File: config.mk
export PLATFORM = sky130hd
export DESIGN_NAME = alu_decode_stage
export DESIGN_NICKNAME = d
export VERILOG_FILES = /design/src/rtl/alu_decode_stage.sv
export SDC_FILE = /design/constraint.sdc
export NUM_CORES = 1
export LEC_CHECK = 0
export ABC_AREA = 1
export CAP_MARGIN = 25
export CORE_ASPECT_RATIO = 1.1
export CORE_MARGIN = 10
export CORE_UTILIZATION = 31
export CTS_CLUSTER_SIZE = 10
export DETAILED_ROUTE_END_ITERATION = 10
export SLEW_MARGIN = 5
export SYNTH_ARGS = -nofsm -noshare
export SYNTH_HDL_FRONTEND = slang
export SYNTH_SLANG_ARGS = --single-unit
File: constraint.sdc
create_clock -name clk -period 3.62 [get_ports clk]
set_input_delay 0.724 -clock clk [delete_from_list [all_inputs] [get_ports clk]]
set_output_delay 0.724 -clock clk [all_outputs]
set_load 0.02 [all_outputs]
File: src/rtl/alu_decode_stage.sv
// Registered RV32 decode stage driving the ALU select interface, with a two-entry
// (main + skid) buffer so in_ready is a flop. Optional counters: ALU_DECODE_PERF_EN.
module alu_decode_stage #(
  parameter int INSTR_WIDTH = 32,
  parameter int ALUSEL_W    = 4
) (
  input  logic                   clk,
  input  logic                   rst_n,
  input  logic                   in_valid,
  output logic                   in_ready,
  input  logic [INSTR_WIDTH-1:0] in_instr,
  input  logic [INSTR_WIDTH-1:0] in_pc,
  output logic                   out_valid,
  input  logic                   out_ready,
  output logic [ALUSEL_W-1:0]    out_alu_sel,
  output logic [1:0]             out_op1_sel,
  output logic                   out_op2_sel,
  output logic [INSTR_WIDTH-1:0] out_imm,
  output logic [4:0]             out_rs1,
  output logic [4:0]             out_rs2,
  output logic [4:0]             out_rd,
  output logic                   out_reg_write,
  output logic                   out_illegal,
  output logic [INSTR_WIDTH-1:0] out_pc
`ifdef ALU_DECODE_PERF_EN
  ,
  output logic [15:0]            perf_decoded,
  output logic [15:0]            perf_illegal
`endif
);

  localparam logic [6:0] OPC_OP     = 7'b0110011;
  localparam logic [6:0] OPC_OP_IMM = 7'b0010011;
  localparam logic [6:0] OPC_LUI    = 7'b0110111;
  localparam logic [6:0] OPC_AUIPC  = 7'b0010111;
  localparam logic [6:0] OPC_JAL    = 7'b1101111;
  localparam logic [6:0] OPC_JALR   = 7'b1100111;

  localparam logic [6:0] F7_ZERO = 7'b0000000;
  localparam logic [6:0] F7_ALT  = 7'b0100000;

  typedef enum logic [ALUSEL_W-1:0] {
    ALU_ADD   = 4'b0000,
    ALU_SUB   = 4'b0001,
    ALU_AND   = 4'b0010,
    ALU_OR    = 4'b0011,
    ALU_XOR   = 4'b0100,
    ALU_SLL   = 4'b0101,
    ALU_SRL   = 4'b0110,
    ALU_ADDI  = 4'b0111,
    ALU_SLLI  = 4'b1000,
    ALU_SRLI  = 4'b1001,
    ALU_LUI   = 4'b1010,
    ALU_AUIPC = 4'b1011,
    ALU_JAL   = 4'b1100,
    ALU_JALR  = 4'b1101
  } alu_sel_e;

  typedef enum logic [1:0] {
    OP1_RS1  = 2'd0,
    OP1_PC   = 2'd1,
    OP1_ZERO = 2'd2
  } op1_sel_e;

  localparam logic OP2_RS2 = 1'b0;
  localparam logic OP2_IMM = 1'b1;

  typedef struct packed {
    logic [ALUSEL_W-1:0]    alu_sel;
    logic [1:0]             op1_sel;
    logic                   op2_sel;
    logic [INSTR_WIDTH-1:0] imm;
    logic [4:0]             rs1;
    logic [4:0]             rs2;
    logic [4:0]             rd;
    logic                   reg_write;
    logic                   illegal;
    logic [INSTR_WIDTH-1:0] pc;
  } bundle_t;

  // ---------------------------------------------------------------------------
  // Combinational decode of the incoming word
  // ---------------------------------------------------------------------------
  logic [6:0]             opcode;
  logic [2:0]             funct3;
  logic [6:0]             funct7;
  logic [INSTR_WIDTH-1:0] imm_i;
  logic [INSTR_WIDTH-1:0] imm_u;
  logic [INSTR_WIDTH-1:0] imm_j;
  logic [INSTR_WIDTH-1:0] imm_shamt;
  logic                   legal;
  bundle_t                dec;

  assign opcode    = in_instr[6:0];
  assign funct3    = in_instr[14:12];
  assign funct7    = in_instr[31:25];
  assign imm_i     = {{20{in_instr[31]}}, in_instr[31:20]};
  assign imm_u     = {in_instr[31:12], 12'b0};
  assign imm_j     = {{11{in_instr[31]}}, in_instr[31], in_instr[19:12],
                      in_instr[20], in_instr[30:21], 1'b0};
  assign imm_shamt = {27'b0, in_instr[24:20]};

  // NOTE: every always_comb output gets a default first so no path leaves it
  // unassigned; that is what keeps the decode free of inferred latches.
  always_comb begin
    dec           = '0;
    legal         = 1'b1;
    dec.rs1       = in_instr[19:15];
    dec.rs2       = in_instr[24:20];
    dec.rd        = in_instr[11:7];
    dec.pc        = in_pc;
    dec.reg_write = 1'b1;

    case (opcode)
      OPC_OP: begin
        dec.op1_sel = OP1_RS1;
        dec.op2_sel = OP2_RS2;
        if (funct7 == F7_ZERO) begin
          case (funct3)
            3'b000:  dec.alu_sel = ALU_ADD;
            3'b111:  dec.alu_sel = ALU_AND;
            3'b110:  dec.alu_sel = ALU_OR;
            3'b100:  dec.alu_sel = ALU_XOR;
            3'b001:  dec.alu_sel = ALU_SLL;
            3'b101:  dec.alu_sel = ALU_SRL;
            default: legal       = 1'b0;
          endcase
        end else if (funct7 == F7_ALT && funct3 == 3'b000) begin
          dec.alu_sel = ALU_SUB;
        end else begin
          legal = 1'b0;
        end
      end
      OPC_OP_IMM: begin
        dec.op1_sel = OP1_RS1;
        dec.op2_sel = OP2_IMM;
        if (funct3 == 3'b000) begin
          dec.alu_sel = ALU_ADDI;
          dec.imm     = imm_i;
        end else if (funct3 == 3'b001 && funct7 == F7_ZERO) begin
          dec.alu_sel = ALU_SLLI;
          dec.imm     = imm_shamt;
        end else if (funct3 == 3'b101 && funct7 == F7_ZERO) begin
          dec.alu_sel = ALU_SRLI;
          dec.imm     = imm_shamt;
        end else begin
          legal = 1'b0;
        end
      end
      OPC_LUI: begin
        dec.alu_sel = ALU_LUI;
        dec.op1_sel = OP1_ZERO;
        dec.op2_sel = OP2_IMM;
        dec.imm     = imm_u;
      end
      OPC_AUIPC: begin
        dec.alu_sel = ALU_AUIPC;
        dec.op1_sel = OP1_PC;
        dec.op2_sel = OP2_IMM;
        dec.imm     = imm_u;
      end
      OPC_JAL: begin
        dec.alu_sel = ALU_JAL;
        dec.op1_sel = OP1_PC;
        dec.op2_sel = OP2_IMM;
        dec.imm     = imm_j;
      end
      OPC_JALR: begin
        dec.alu_sel = ALU_JALR;
        dec.op1_sel = OP1_RS1;
        dec.op2_sel = OP2_IMM;
        dec.imm     = imm_i;
        if (funct3 != 3'b000) legal = 1'b0;
      end
      default: legal = 1'b0;
    endcase

    // Illegal words still travel the pipe, but carry no operation or write.
    if (!legal) begin
      dec.alu_sel   = '0;
      dec.op1_sel   = '0;
      dec.op2_sel   = 1'b0;
      dec.imm       = '0;
      dec.reg_write = 1'b0;
      dec.illegal   = 1'b1;
    end
    if (dec.rd == 5'd0) dec.reg_write = 1'b0;
  end

  // ---------------------------------------------------------------------------
  // Main + skid storage
  // ---------------------------------------------------------------------------
  bundle_t main_q, main_d;
  bundle_t skid_q, skid_d;
  logic    main_valid_q, main_valid_d;
  logic    skid_valid_q, skid_valid_d;
  logic    in_ready_q, in_ready_d;
  logic    in_fire, out_fire, main_free;

  assign in_fire   = in_valid & in_ready_q;
  assign out_fire  = main_valid_q & out_ready;
  assign main_free = ~main_valid_q | out_ready;

  always_comb begin
    main_d       = main_q;
    skid_d       = skid_q;
    main_valid_d = main_valid_q;
    skid_valid_d = skid_valid_q;

    if (skid_valid_q) begin
      // in_ready is low here, so only the skid-to-main move can happen.
      if (out_ready) begin
        main_d       = skid_q;
        skid_valid_d = 1'b0;
      end
    end else if (in_fire) begin
      if (main_free) begin
        main_d       = dec;
        main_valid_d = 1'b1;
      end else begin
        skid_d       = dec;
        skid_valid_d = 1'b1;
      end
    end else if (out_fire) begin
      main_valid_d = 1'b0;
    end

    in_ready_d = ~skid_valid_d;
  end

  // NOTE: state updates use non-blocking assignments so every flop samples
  // pre-edge values; both bundle registers are reset because the outputs must
  // read zero after reset, not just be flagged invalid.
  always_ff @(posedge clk) begin
    if (!rst_n) begin
      main_q       <= '0;
      skid_q       <= '0;
      main_valid_q <= 1'b0;
      skid_valid_q <= 1'b0;
      in_ready_q   <= 1'b1;
    end else begin
      main_q       <= main_d;
      skid_q       <= skid_d;
      main_valid_q <= main_valid_d;
      skid_valid_q <= skid_valid_d;
      in_ready_q   <= in_ready_d;
    end
  end

  assign in_ready      = in_ready_q;
  assign out_valid     = main_valid_q;
  assign out_alu_sel   = main_q.alu_sel;
  assign out_op1_sel   = main_q.op1_sel;
  assign out_op2_sel   = main_q.op2_sel;
  assign out_imm       = main_q.imm;
  assign out_rs1       = main_q.rs1;
  assign out_rs2       = main_q.rs2;
  assign out_rd        = main_q.rd;
  assign out_reg_write = main_q.reg_write;
  assign out_illegal   = main_q.illegal;
  assign out_pc        = main_q.pc;

`ifdef ALU_DECODE_PERF_EN
  logic [15:0] perf_decoded_q, perf_decoded_d;
  logic [15:0] perf_illegal_q, perf_illegal_d;

  // Counters wrap naturally at 16 bits.
  always_comb begin
    perf_decoded_d = perf_decoded_q;
    perf_illegal_d = perf_illegal_q;
    if (out_fire) begin
      perf_decoded_d = perf_decoded_q + 16'd1;
      if (main_q.illegal) perf_illegal_d = perf_illegal_q + 16'd1;
    end
  end

  always_ff @(posedge clk) begin
    if (!rst_n) begin
      perf_decoded_q <= '0;
      perf_illegal_q <= '0;
    end else begin
      perf_decoded_q <= perf_decoded_d;
      perf_illegal_q <= perf_illegal_d;
    end
  end

  assign perf_decoded = perf_decoded_q;
  assign perf_illegal = perf_illegal_q;
`endif

endmodule

==> out/metrics.cfg, run 1 <==
[run_status]
status=completed

[synth]
synthDistinctLibCells=26
syn_nets=1094
post_syn_area_um2=7574
synthCells=1026
syn-mean-instance-area_um2=7.382
part_of_the_yosys_area_used_for_sequential_elements=0.4732
ys_warn_count=0
postSynthRegisterBits=179

[power_and_ir_drop]
power.leakage_nw=3.602
total_switching_power_mw=1.275
comb_power_share=0.156
cellInternalPower_mw=3.389
vdd.ir_drop.worst_v=0.0003052
sw_share=0.2734
p_total_mw=4.664
clock_power_share=0.382
power_frac_seq=0.462
power.density_nw_per_um2=473.8

[timing]
finalWorstPathRequiredPeriod_ns=2.341
max_clock_freq_ghz=0.4272
finalHoldViolCount=0
timing.final.max_slew_violations=0
max-slew-margin-rel=0.4883
skew_ns=0.01262
timing_worst_slew_pin_value_ns=0.7606
rsz0062_at_grt=no
total_neg_setup_slack_ns=0
report.final.setup_viol=0
min_period_over_period=0.6466

[drt]
drt_pre_antenna_iters=6
antenna_left=0
number_of_drc_markers_after_the_initial_detailed_route_iteration=749
num_vias=7298
detail_route.wirelength_mm=24.41
route.detailed.drc=0
detail_route.wl_per_cell_um=16.87
detail_route.vias_per_cell=5.044

[floorplan]
fp.dieH_um=183.9
fp.dieArea_um2=31090
number_of_rows_created_at_floorplan=59
io_pins=158
floorplan.die.width_um=169.0
initial_core_util=0.3176
floorplan.core_area_um2=23840

[placed_design]
io_buffer_count=157
routabilityCongestion=0.9360
hpwlAfterDp_mm=15.55
place_area_um2=9280

[cts]
root_buffer=sky130_fd_sc_hd__clkbuf_16
post_cts_hold_buffer_count=0
post-cts-setup-buffer-count=0
cts_htree_levels=4
tritoncts=yes
ctsResizeCount=0
clock_latency_ns=0.42
clock-sinks=179
cts-buffers-inserted=17
path_clk_slew_ns=0.07
clk_path_buf_depth=2

[min_path]
hold_class=flop to flop
hold_path_cells=2

[setup_path]
worstSetupPathType=primary input to flop
crit_path_cell_trace=clkdlybuf4s50_1 > nor2_1 > nand3_1 > nor2_1 > nand3_2 > nand3_2 > buf_4 > nand3_1 > a21oi_1
ff2ff_path_depth=4
timing.critical_path.slowest_cell_delay_ns=0.55
worst-path-max-fanout=40
worstSetupEndpointType=flop
critical_path_arrival_ns=2.68
worst-endpoint-required_ns=3.96
critical_path.startpoint_type=primary input
slowest_stage_cell_cp=sky130_fd_sc_hd__clkdlybuf4s50_1

[global_route]
grt_start_max_net_pins=137
gr-total-overflow=0
grt_antenna_before_repair=0
groute.usage.overall=0.1541
first_global_vias=6879
first_pass_grt_wire_length_mm=39.26

[final_layout]
multi_input_area_um2=3440
finish.net_count=1197
drive_gt1_frac=0.06217
commonest_cells_after_routing_fill_and_taps_aside=sky130_fd_sc_hd__nand2_1, sky130_fd_sc_hd__dfxtp_1, sky130_fd_sc_hd__clkdlybuf4s50_1, sky130_fd_sc_hd__a21oi_1, sky130_fd_sc_hd__o21ai_0
layout_commonest_cell=sky130_fd_sc_hd__nand2_1
final.fill_count=2455
antenna_cells=0
area.growth.synth_to_final_pct=29.99
ff_latch_area_um2=3587
final_cell_area_um2=9844

[run]
max-cap-violations=0

## metal layers
layer | GRT usage | wire [um]
met2 | 0.2311 | 10900
met1 | 0.2113 | 11490
met3 | 0.04598 | 1669
met4 | 0.03869 | 346
met5 | 0 | 0
## path summary, 6_finish.rpt
| path | from | endpoint | slack [ns] |
|---|---|---|---|
| worst max-delay path | in_instr[29] | skid_q[59] | 1.28 |
| worst min register to register | skid_q[29] | skid_q[29] | 0.46 |
| worst max register to register | skid_valid_q | out_illegal | 1.73 |
| worst min-delay path | skid_q[29] | skid_q[29] | 0.46 |
## power by group through the flow
stage / Clock, mW / Sequential [mW] / Combinational (mW)
detailed placement: 0 / 2.20 / 0.733
finish: 1.78 / 2.15 / 0.727
global placement: 0 / 2.20 / 0.729
CTS: 1.82 / 2.15 / 0.736
floorplan: 0 / 2.29 / 0.268
global route: 1.92 / 2.17 / 0.799
## cells in the mapped netlist
master	number	area, um^2
sky130_fd_sc_hd__nand2_2	3	18.77
sky130_fd_sc_hd__o21ai_0	144	720.7
sky130_fd_sc_hd__nor3_1	1	5.000
sky130_fd_sc_hd__buf_1	4	15.01
sky130_fd_sc_hd__o21ai_2	5	43.79
sky130_fd_sc_hd__buf_2	17	85.08
sky130_fd_sc_hd__nor3_2	1	10.01
sky130_fd_sc_hd__nand3_1	52	260.3
sky130_fd_sc_hd__clkbuf_1	57	214.0
sky130_fd_sc_hd__a21oi_2	2	17.52
sky130_fd_sc_hd__a31oi_1	48	300.3
sky130_fd_sc_hd__nor2_4	2	22.52
sky130_fd_sc_hd__nor2_1	44	165.2
sky130_fd_sc_hd__nand3_2	2	20.02
sky130_fd_sc_hd__inv_1	39	146.4
sky130_fd_sc_hd__dfxtp_1	179	3583
sky130_fd_sc_hd__o2111ai_1	1	8.760
sky130_fd_sc_hd__buf_6	7	78.83
sky130_fd_sc_hd__inv_2	7	26.28
sky130_fd_sc_hd__nor2_2	4	25.02
sky130_fd_sc_hd__nand4_1	11	68.82
sky130_fd_sc_hd__nand2_4	1	11.26
sky130_fd_sc_hd__a21oi_1	154	770.7
sky130_fd_sc_hd__a211oi_1	13	97.59
sky130_fd_sc_hd__nand2_1	227	852.1
sky130_fd_sc_hd__nor4_1	1	6.260
## layout make-up
class	instances	share of cell area
multi-input combinational	716	0.3494
sequential	179	0.3644
tap	305	0.03876
inverter	46	0.01779
clock inverter	10	0.01017
timing repair buffer	169	0.1723
clock buffer	22	0.04715
## critical path, delay by kind of cell
family | cells | cell delay (ns)
AND/OR/NAND/NOR | 6 | 0.85
buffers and inverters | 2 | 0.92
AO/OA/AOI/OAI | 1 | 0.16
## flip-flops by register name, indices dropped and copies added, names as in the netlist
signal / flops
out_op1_sel: 2
out_pc: 32
out_rs1: 5
out_reg_write: 1
out_illegal: 1
out_alu_sel: 4
skid_q: 88
out_op2_sel: 1
out_valid: 1
out_rd: 5
skid_valid_q: 1
out_rs2: 5
out_imm: 32
in_ready: 1
## per-stage QoR
step	setup WS, ns	std cells	utilization	hold WS [ns]
floorplan	1.711	1026	-	0.4412
global placement	0.8986	1415	0.3892	0.4480
detailed placement	0.8941	1415	0.3892	0.4523
CTS	1.332	1447	0.4129	0.4634
global route	1.093	1447	0.4129	0.4781
finish	1.279	1447	0.4129	0.4601
## cells by family (layout without fill, tap and decap cells)
| group | Yosys count | count (layout) | synth area share |
|---|---|---|---|
| AOI/OAI and AO/OA | 367 | 367 | 0.2587 |
| buffers and inverters | 131 | 247 | 0.07467 |
| DFF | 179 | 179 | 0.4732 |
| and+or+nand+nor | 349 | 349 | 0.1935 |
Note: power is estimated with default switching activity, not from simulation.
==> run 2, diff against run 1 <==
Clock period 3.62 ns to 2.42 ns, I/O delays scaled along.
==> run 2 against run 1 <==
Against the previous run:
- largest power group unchanged
- largest cell class unchanged
- critical path depth up 2
- routed wire length up 0.90%
- cell area is 2.7% higher
- core utilization grew 1.1 points
- worst setup slack worse by 0.85 ns
- hold slack better by 0.0014 ns
- non-clock buffer count rose by 15
- via count is 1.8% higher
- clock power grew 65%
- combinational power rose by 55%
- flip-flop and latch count stayed put
==> out/metrics.cfg, run 2 (synthesis results as in run 1) <==
[setup_path]
worst_path_dominant_cell_family=simple AND/OR/NAND/NOR gates
timing.critical_path.slowest_cell_delay_ns=0.50
cp_num_buf_inv=2
crit_path_cell_trace=clkdlybuf4s50_1 > nand2_1 > nor2_2 > nand2_2 > nor2_4 > inv_2 > nand2_1 > nand2_1 > o21ai_0 > nand3_1 > a21oi_1
crit_top_cell=sky130_fd_sc_hd__nand2_1
critical_path_arrival_ns=2.34
worstSetupPathType=primary input to flop
worst-path-max-fanout=10
worst-endpoint-required_ns=2.77
critical_path.startpoint_type=primary input
worstSetupEndpointType=flop
slowest_stage_cell_cp=sky130_fd_sc_hd__clkdlybuf4s50_1

[cts]
tritoncts=yes
path_clk_slew_ns=0.07
post-cts-setup-buffer-count=0
clock-sinks=179
root_buffer=sky130_fd_sc_hd__clkbuf_16
cts_htree_levels=4
cts-buffers-inserted=17
clk_path_buf_depth=2
ctsResizeCount=0
post_cts_hold_buffer_count=0
clock_latency_ns=0.43

[drt]
route.detailed.drc=0
detail_route.wirelength_mm=24.63
drt_pre_antenna_iters=5
detail_route.vias_per_cell=5.083
antenna_left=0
number_of_drc_markers_after_the_initial_detailed_route_iteration=562
num_vias=7432
detail_route.wl_per_cell_um=16.85

[placed_design]
hpwlAfterDp_mm=16.32
io_buffer_count=157
routabilityCongestion=0.9001

[timing]
min_period_over_period=0.8240
rsz0062_at_grt=no
report.final.setup_viol=0
total_neg_setup_slack_ns=0
finalHoldViolCount=0
timing.final.max_slew_violations=0
timing_worst_slew_pin_value_ns=0.7200
skew_ns=0.007919
max_clock_freq_ghz=0.5015
max-slew-margin-rel=0.5200
finalWorstPathRequiredPeriod_ns=1.994

[power_and_ir_drop]
power.leakage_nw=3.743
vdd.ir_drop.worst_v=0.0004410
p_total_mw=7.275
power.density_nw_per_um2=719.8

[global_route]
first_global_vias=6927
grt_antenna_before_repair=0
groute.usage.overall=0.1533
first_pass_grt_wire_length_mm=38.88
grt_start_max_net_pins=94
gr-total-overflow=0

[floorplan]
floorplan.die.width_um=169.0
initial_core_util=0.3176
fp.dieH_um=183.9
fp.dieArea_um2=31090
io_pins=158
number_of_rows_created_at_floorplan=59
floorplan.core_area_um2=23840

[final_layout]
drive_gt1_frac=0.07692
largest_reg_flops=88
largest-register=skid_q
layout_commonest_cell=sky130_fd_sc_hd__nand2_1
commonest_cells_after_routing_fill_and_taps_aside=sky130_fd_sc_hd__nand2_1, sky130_fd_sc_hd__dfxtp_1, sky130_fd_sc_hd__clkdlybuf4s50_1, sky130_fd_sc_hd__a21oi_1, sky130_fd_sc_hd__o21ai_0
finish.net_count=1212
area.growth.synth_to_final_pct=33.45
antenna_cells=0

[run]
max-cap-violations=0

[min_path]
hold_class=flop to flop

[run_status]
status=completed

-- run 2: cell types whose count changed in the layout (fill, tap and decap cells not counted), moves of 2 or more --
cell                         delta
sky130_fd_sc_hd__clkinv_2       +2
sky130_fd_sc_hd__clkinvlp_4     -2
sky130_fd_sc_hd__buf_4          +7
sky130_fd_sc_hd__buf_12         +8
sky130_fd_sc_hd__clkbuf_1       -3
sky130_fd_sc_hd__inv_6          +2
sky130_fd_sc_hd__bufinv_16      +2
-- run 2: worst paths after layout --
| kind | from | endpoint | slack, ns | cells after the start |
|---|---|---|---|---|
| max | in_instr[4] | out_imm[19] | 0.43 | 11 |
| min reg2reg | skid_q[6] | skid_q[6] | 0.46 | 2 |
| max reg2reg | skid_valid_q | out_imm[19] | 0.64 | 3 |
| min | skid_q[6] | skid_q[6] | 0.46 | 2 |
-- run 2: layout make-up --
class / count / area (um^2)
Inverter: 46 / 175.2
Tap cell: 305 / 381.6
Clock buffer: 18 / 439.2
Fill cell: 2421 / 13740
Sequential cell: 179 / 3587
Multi-Input combinational cell: 716 / 3440
Clock inverter: 14 / 175.2
Timing Repair Buffer: 184 / 1909
-- run 2: where the power goes --
part	internal (mW)	switching, mW	leakage (nW)
Sequential	3.12	0.0963	1.47
Combinational	0.494	0.632	1.98
Clock	1.67	1.26	0.299
Total	5.29	1.99	3.74
-- run 2: tightest hold or removal path, cell delays in order, from the launching register on --
cell and delay (ns):
sky130_fd_sc_hd__dfxtp_1 0.31, sky130_fd_sc_hd__nand2_1 0.06, sky130_fd_sc_hd__a21oi_1 0.05
-- run 2: per-layer routing --
| layer | part of all wire | up-vias | wire length (um) | GRT usage |
|---|---|---|---|---|
| li1 | - | 3727 | - | - |
| met2 | 0.46 | 245 | 11210 | 0.2372 |
| met4 | 0.016 | 0 | 386 | 0.04836 |
| met5 | 0 | - | 0 | 0 |
| met1 | 0.46 | 3438 | 11300 | 0.2055 |
| met3 | 0.070 | 22 | 1733 | 0.03721 |
-- run 2: metrics by stage --
stage	utilization	hold slack, ns	instances	worst slack, ns	instance area, um^2
2_1_floorplan	-	0.4412	1026	0.7505	7574
3_3_place_gp	0.3981	0.4481	1430	0.06147	9493
3_5_place_dp	0.3981	0.4520	1430	0.07818	9493
4_1_cts	0.4239	0.4608	1462	0.4483	10110
5_1_grt	0.4239	0.4777	1462	0.2760	10110
6_report	0.4239	0.4615	1462	0.4259	10110
